===== src/rtl/adc_pkg.sv =====
// adc_pkg: shared FSM state, data width and counter widths for the serial ADC reader.
package adc_pkg;
  typedef enum logic [2:0] {IDLE, CONVERT, SHIFT, DONE, WAIT} adc_state_e;
  localparam int ADC_DATA_BITS = 16;
  localparam int ADC_AVG_SHIFT = 2;
  localparam int TIMER_W = 16;
  localparam int BIT_W = 5;
  localparam int DIV_W = 8;
  localparam int CONV_W = 10;
  localparam int ACC_W = 18;
endpackage


===== src/rtl/adc_sclk_divider.sv =====
// adc_sclk_divider: idle-low serial clock toggling every CLK_DIV cycles while run_i is high.
module adc_sclk_divider
  import adc_pkg::*;
#(
  parameter int CLK_DIV = 4
) (
  input  logic clk,
  input  logic rst,
  input  logic run_i,
  output logic sclk_o,
  output logic rise_tick_o,
  output logic fall_tick_o
);
  logic [DIV_W-1:0] div_q;
  logic sclk_q;
  logic tick;
  // ticks mark the clk edge that flips sclk, so the caller samples in step with it
  assign tick = run_i && (div_q == DIV_W'(CLK_DIV - 1));
  assign rise_tick_o = tick && !sclk_q;
  assign fall_tick_o = tick && sclk_q;
  assign sclk_o = sclk_q;
  always_ff @(posedge clk) begin
    if (rst || !run_i) begin
      div_q <= '0;
      sclk_q <= 1'b0;
    end else begin
      div_q <= tick ? '0 : div_q + DIV_W'(1);
      sclk_q <= sclk_q ^ tick;
    end
  end
endmodule


===== src/rtl/adc_spi_reader.sv =====
// adc_spi_reader: periodic ADC conversion + 16-bit MSB-first SPI read with one-cycle valid pulse.
// Optional ADC_AVG4_EN: report the truncated mean of every 4 captures instead of each capture.
module adc_spi_reader
  import adc_pkg::*;
#(
  parameter int CLK_DIV = 4,
  parameter int CONV_CYCLES = 40,
  parameter int SAMPLE_PERIOD = 1000,
  parameter int DATA_BITS = ADC_DATA_BITS
) (
  input  logic                 clk,
  input  logic                 rst,
  input  logic                 enable,
  input  logic                 adc_sdo,
  output logic                 adc_cnv,
  output logic                 adc_sclk,
  output logic [DATA_BITS-1:0] adc_data,
  output logic                 valid_out,
  output logic                 overrun
);
  localparam logic [TIMER_W-1:0] PER_LAST = TIMER_W'(SAMPLE_PERIOD - 1);
  localparam logic [CONV_W-1:0] CONV_LAST = CONV_W'(CONV_CYCLES - 1);
  adc_state_e state_q, state_d;
  logic [TIMER_W-1:0] timer_q, timer_d;
  logic [CONV_W-1:0] conv_q, conv_d;
  logic [BIT_W-1:0] bit_q, bit_d;
  logic [DATA_BITS-1:0] sh_q, sh_d, data_q, data_d;
  logic valid_q, valid_d, cnv_q, cnv_d, ovr_q, ovr_d;
  logic run, rise_tick, fall_tick, capture;
`ifdef ADC_AVG4_EN
  logic [ACC_W-1:0] acc_q, acc_d, sum;
  logic [1:0] phase_q, phase_d;
`endif
  // bit_q[4] means all 16 falling edges are done; stop the divider so sclk stays low
  assign run = (state_q == SHIFT) && !bit_q[4];
  adc_sclk_divider #(.CLK_DIV(CLK_DIV)) u_div (
    .clk        (clk),
    .rst        (rst),
    .run_i      (run),
    .sclk_o     (adc_sclk),
    .rise_tick_o(rise_tick),
    .fall_tick_o(fall_tick)
  );
  always_comb begin
    state_d = state_q;
    case (state_q)
      IDLE:    state_d = enable ? CONVERT : IDLE;
      CONVERT: state_d = (conv_q == CONV_LAST) ? SHIFT : CONVERT;
      SHIFT:   state_d = bit_q[4] ? DONE : SHIFT;
      DONE:    state_d = (timer_q >= PER_LAST) ? (enable ? CONVERT : IDLE) : WAIT;
      WAIT:    state_d = (timer_q >= PER_LAST) ? (enable ? CONVERT : IDLE) : WAIT;
      default: state_d = IDLE;
    endcase
    capture = (state_q == SHIFT) && bit_q[4];
    timer_d = (state_d == CONVERT && state_q != CONVERT) ? '0 :
              (&timer_q) ? timer_q : timer_q + TIMER_W'(1);
    conv_d = (state_q == CONVERT) ? conv_q + CONV_W'(1) : '0;
    bit_d = (state_q == SHIFT) ? bit_q + BIT_W'(fall_tick) : '0;
    sh_d = rise_tick ? {sh_q[DATA_BITS-2:0], adc_sdo} : sh_q;
    cnv_d = (state_d == CONVERT);
    ovr_d = ovr_q || ((state_d == CONVERT || state_d == SHIFT) && timer_d == PER_LAST);
`ifdef ADC_AVG4_EN
    sum = acc_q + ACC_W'(sh_q);
    acc_d = !enable ? '0 : capture ? ((phase_q == 2'd3) ? '0 : sum) : acc_q;
    phase_d = !enable ? 2'd0 : capture ? phase_q + 2'd1 : phase_q;
    valid_d = capture && (phase_q == 2'd3);
    data_d = valid_d ? DATA_BITS'(sum >> ADC_AVG_SHIFT) : data_q;
`else
    valid_d = capture;
    data_d = capture ? sh_q : data_q;
`endif
  end
  always_ff @(posedge clk) begin
    if (rst) begin
      state_q <= IDLE;
      timer_q <= '0;
      conv_q <= '0;
      bit_q <= '0;
      sh_q <= '0;
      data_q <= '0;
      valid_q <= 1'b0;
      cnv_q <= 1'b0;
      ovr_q <= 1'b0;
`ifdef ADC_AVG4_EN
      acc_q <= '0;
      phase_q <= 2'd0;
`endif
    end else begin
      state_q <= state_d;
      timer_q <= timer_d;
      conv_q <= conv_d;
      bit_q <= bit_d;
      sh_q <= sh_d;
      data_q <= data_d;
      valid_q <= valid_d;
      cnv_q <= cnv_d;
      ovr_q <= ovr_d;
`ifdef ADC_AVG4_EN
      acc_q <= acc_d;
      phase_q <= phase_d;
`endif
    end
  end
  assign adc_cnv = cnv_q;
  assign adc_data = data_q;
  assign valid_out = valid_q;
  assign overrun = ovr_q;
endmodule


===== config.mk =====
export PLATFORM = sky130hd
export DESIGN_NAME = adc_spi_reader
export DESIGN_NICKNAME = d
export VERILOG_FILES = /design/src/rtl/adc_pkg.sv /design/src/rtl/adc_sclk_divider.sv /design/src/rtl/adc_spi_reader.sv
export SDC_FILE = /design/constraint.sdc
export NUM_CORES = 1
export LEC_CHECK = 0
export ABC_AREA = 1
export CAP_MARGIN = 20
export CORE_MARGIN = 1.5
export CORE_UTILIZATION = 58
export DETAILED_ROUTE_END_ITERATION = 16
export MAX_ROUTING_LAYER = met4
export PLACE_DENSITY = 0.77
export SYNTH_ARGS = -nofsm -noshare
export SYNTH_HDL_FRONTEND = slang
export SYNTH_HIERARCHICAL = 1
export SYNTH_SLANG_ARGS = --single-unit

===== constraint.sdc =====
create_clock -name clk -period 2.4 [get_ports clk]
set_clock_uncertainty 0.1 [all_clocks]
set_input_delay 0.48 -clock clk [delete_from_list [all_inputs] [get_ports clk]]
set_output_delay 0.48 -clock clk [all_outputs]
set_load 0.01 [all_outputs]

==> results.cfg <==
[setup_path]
ff2ff_setup_slack_ps = 290
reg2reg_from = timer_q[0]$_SDFF_PP0_
critPathMaxFanout = 20
cp.arrival_ps = 2290
required_ps = 2580
ff2ff_path_depth = 13
startpoint_type = flop
reg2reg_to = overrun$_SDFF_PP0_
worstSetupPathType = reg -> reg
cp-end-kind = flop

[timing]
slew_headroom = 0.6511
finalMaxSlewViolations = 0
fin_crit_sh = 0.8794
worstMarginPinSlew_ps = 522.1
hold_viol_final = 0
fmax_ghz = 0.4738
rsz0062_at_grt = no
setup_viol = 0
setup-tns-final_ps = 0
holdWs_ps = 353.5
fin_crit_ps = 2111

[yosys]
synth-seq-cells = 78
ys_warn_count = 6
synth_top_cell_area_share = 0.4476
synthFlopType = dfxtp_1
synth.area.top_cells = dfxtp_1 (45%), nor2_1 (13%), nand2_1 (7.6%)
synth_common_cells = nor2_1 (122), dfxtp_1 (78), nand2_1 (71)
synth.most_common_cell = nor2_1
synth-seq-area-share = 0.4476
ys_types = 30
yosysTopAreaCell = dfxtp_1
synth_edf_count = 0
syn_area_per_cell_um2 = 7.192
netlist_instances = 485
synth_fp_nets = 496
synth_area_um2 = 3488
synthArstFlopShare = 0

[clock_network]
cts_hold_buf = 0
cts_made_buffers = 9
clock_path_buffers = 2
insertion_delay_ps = 340
cts-root-buf = clkbuf_8
path_clk_slew_ps = 70
cts_resized = 0
cts_tree = built
cts_htree_levels = 3
postCtsSetupRepairBufs = 0
clkSinkCount = 78

[pwr]
clkPwrFrac = 0.405
switchingPower_mw = 0.5011
power_density_nw_per_um2 = 579.7
p_int_mw = 1.801
vdd_drop_max_mv = 0.3715
seqPwrFrac = 0.567
leakagePower_nw = 1.698
combPwrFrac = 0.028
switching_share = 0.2176

[cells_and_area]
drive_above_1_share = 0.09478
seq_area_um2 = 1562
area_growth_pct = 13.85
fillers = 488
nets = 523
multi_input_area_um2 = 1678
insertedDiodeCount = 0

[floorplanning]
io_pins = 24
initial_utilization = 0.5962
die_x_um = 80.55
dieArea_um2 = 6488
row_count = 28
fp.dieH_um = 80.55
core_region_area_um2 = 5851

[place]
gp_congestion = 0.9181
io_buffers = 23
dp_hpwl_um = 4884

[global_route]
grt_pass1_wl_um = 11950
antenna_found_initial = 0
overflow = 0
track_usage = 0.2406
grt_pass1_vias = 2720
grt_max_degree = 36

[drt]
wl_met2_um = 3150
drc = 0
wl_met1_um = 3277
topRoutingLayerUsed = met4
viasPerCell = 5.118
initialDrtViolationCount = 206
antenna_left = 0
drtPass1Iterations = 5
wl_met3_um = 322
routed_wl_um = 6896
vias = 3030
wl_per_cell_um = 11.65

[hold_path]
hold_end = conv_q[0]$_SDFF_PP0_
holdPathStages = 1
hp-class = reg -> reg
worstHoldStart = conv_q[0]$_SDFF_PP0_

[job]
cap_viol_max_count = 0

[status]
outcome = finished clean
final cells by class:
type / count / share of cell area
clock buffers: 12 / 0.03403
clock inverters: 4 / 0.01197
inverters: 54 / 0.05104
multi-input cells: 343 / 0.4225
flip-flops and latches: 78 / 0.3932
well taps: 75 / 0.02363
repair buffers: 26 / 0.06364
layer usage:
metal | GRT usage | up-vias
met2 | 0.3563 | 71
li1 | - | 1591
met3 | 0.03864 | 14
met4 | 0.1172 | 0
met5 | - | -
met1 | 0.3186 | 1354
registers in the layout, indices dropped and copies added (netlist names):
name and count:
timer_q 16, overrun 1, adc_data 16, bit_q 5
u_div/div_q 8, sh_q 16, conv_q 10, u_div/sclk_o 1
adc_cnv 1, valid_out 1, state_q 3
worst max-delay path by stage:
stage,start,endpoint,slack (ps)
after floorplan,state_q[0]$_SDFF_PP0_,bit_q[4]$_SDFF_PP0_,500
after global placement,state_q[0]$_SDFF_PP0_,bit_q[4]$_SDFF_PP0_,410
after detailed placement,timer_q[0]$_SDFF_PP0_,overrun$_SDFF_PP0_,320
after CTS,timer_q[0]$_SDFF_PP0_,overrun$_SDFF_PP0_,300
after global routing,timer_q[0]$_SDFF_PP0_,overrun$_SDFF_PP0_,70
final,timer_q[0]$_SDFF_PP0_,overrun$_SDFF_PP0_,290
per-stage QoR:
stage | utilization | cell area, um^2 | instances | setup slack (ps) | power [mW]
finish | 0.6788 | 3971 | 592 | 289.3 | 2.302
global route | 0.6788 | 3971 | 592 | 68.06 | 2.386
CTS | 0.6788 | 3971 | 592 | 300.0 | 2.326
detailed placement | 0.6476 | 3789 | 576 | 322.3 | 1.400
global placement | 0.6476 | 3789 | 576 | 411.7 | 1.398
floorplan | - | 3488 | 485 | 503.1 | 1.379
logic make-up after synthesis:
logic type,synth area share
and+or+nand+nor,0.3321
adders and majority gates,0.02511
buffers and inverters,0.07138
xor gates and xnor gates,0.02009
DFF,0.4476
AOI/OAI and AO/OA,0.1037
worst max-delay path, cell delays in order, from the launching register on:
cell and delay (ps):
dfxtp_1 390, ha_1 220, inv_1 80, nor2_4 140
nand2_2 90, inv_2 50, nand2_2 230, nand2_1 140
nand2_1 80, nor2_2 100, nand2_1 70, nor3_2 140
nand3_1 90, a21oi_2 110
layout by cell type (no fill, tap or decap):
cell,netlist,layout
o21bai_4,1,1
nand4_1,5,5
ha_1,7,7
or2_2,1,1
clkinv_2,0,2
nand2_1,71,71
clkbuf_1,7,3
clkdlybuf4s50_1,0,23
inv_1,52,52
clkbuf_8,0,9
nand3_1,28,28
o21ai_0,36,36
nor2_1,122,122
clkinvlp_4,0,1
a21oi_1,15,15
inv_2,2,2
nor3b_1,3,3
nor3_1,3,3
nor2_4,5,5
bufinv_16,0,1
o21ai_1,2,2
dfxtp_1,78,78
buf_4,0,3
o21a_1,4,4
nand3b_1,2,2
nor3_2,1,1
nand2_2,14,14
xnor2_1,3,3
o211ai_1,1,1
a21oi_2,1,1
nor2_2,8,8
xor2_1,5,5
a31oi_1,5,5
power by group through the flow:
| stage | Clock, mW | Combinational [mW] | Sequential, mW |
|---|---|---|---|
| 6_report | 0.932 | 0.0641 | 1.31 |
| 5_1_grt | 1.01 | 0.0746 | 1.31 |
| 4_1_cts | 0.956 | 0.0645 | 1.31 |
| 3_5_place_dp | 0 | 0.0641 | 1.34 |
| 3_3_place_gp | 0 | 0.0628 | 1.34 |
| 2_1_floorplan | 0 | 0.0436 | 1.34 |
Power figures use the tool's default switching activity.
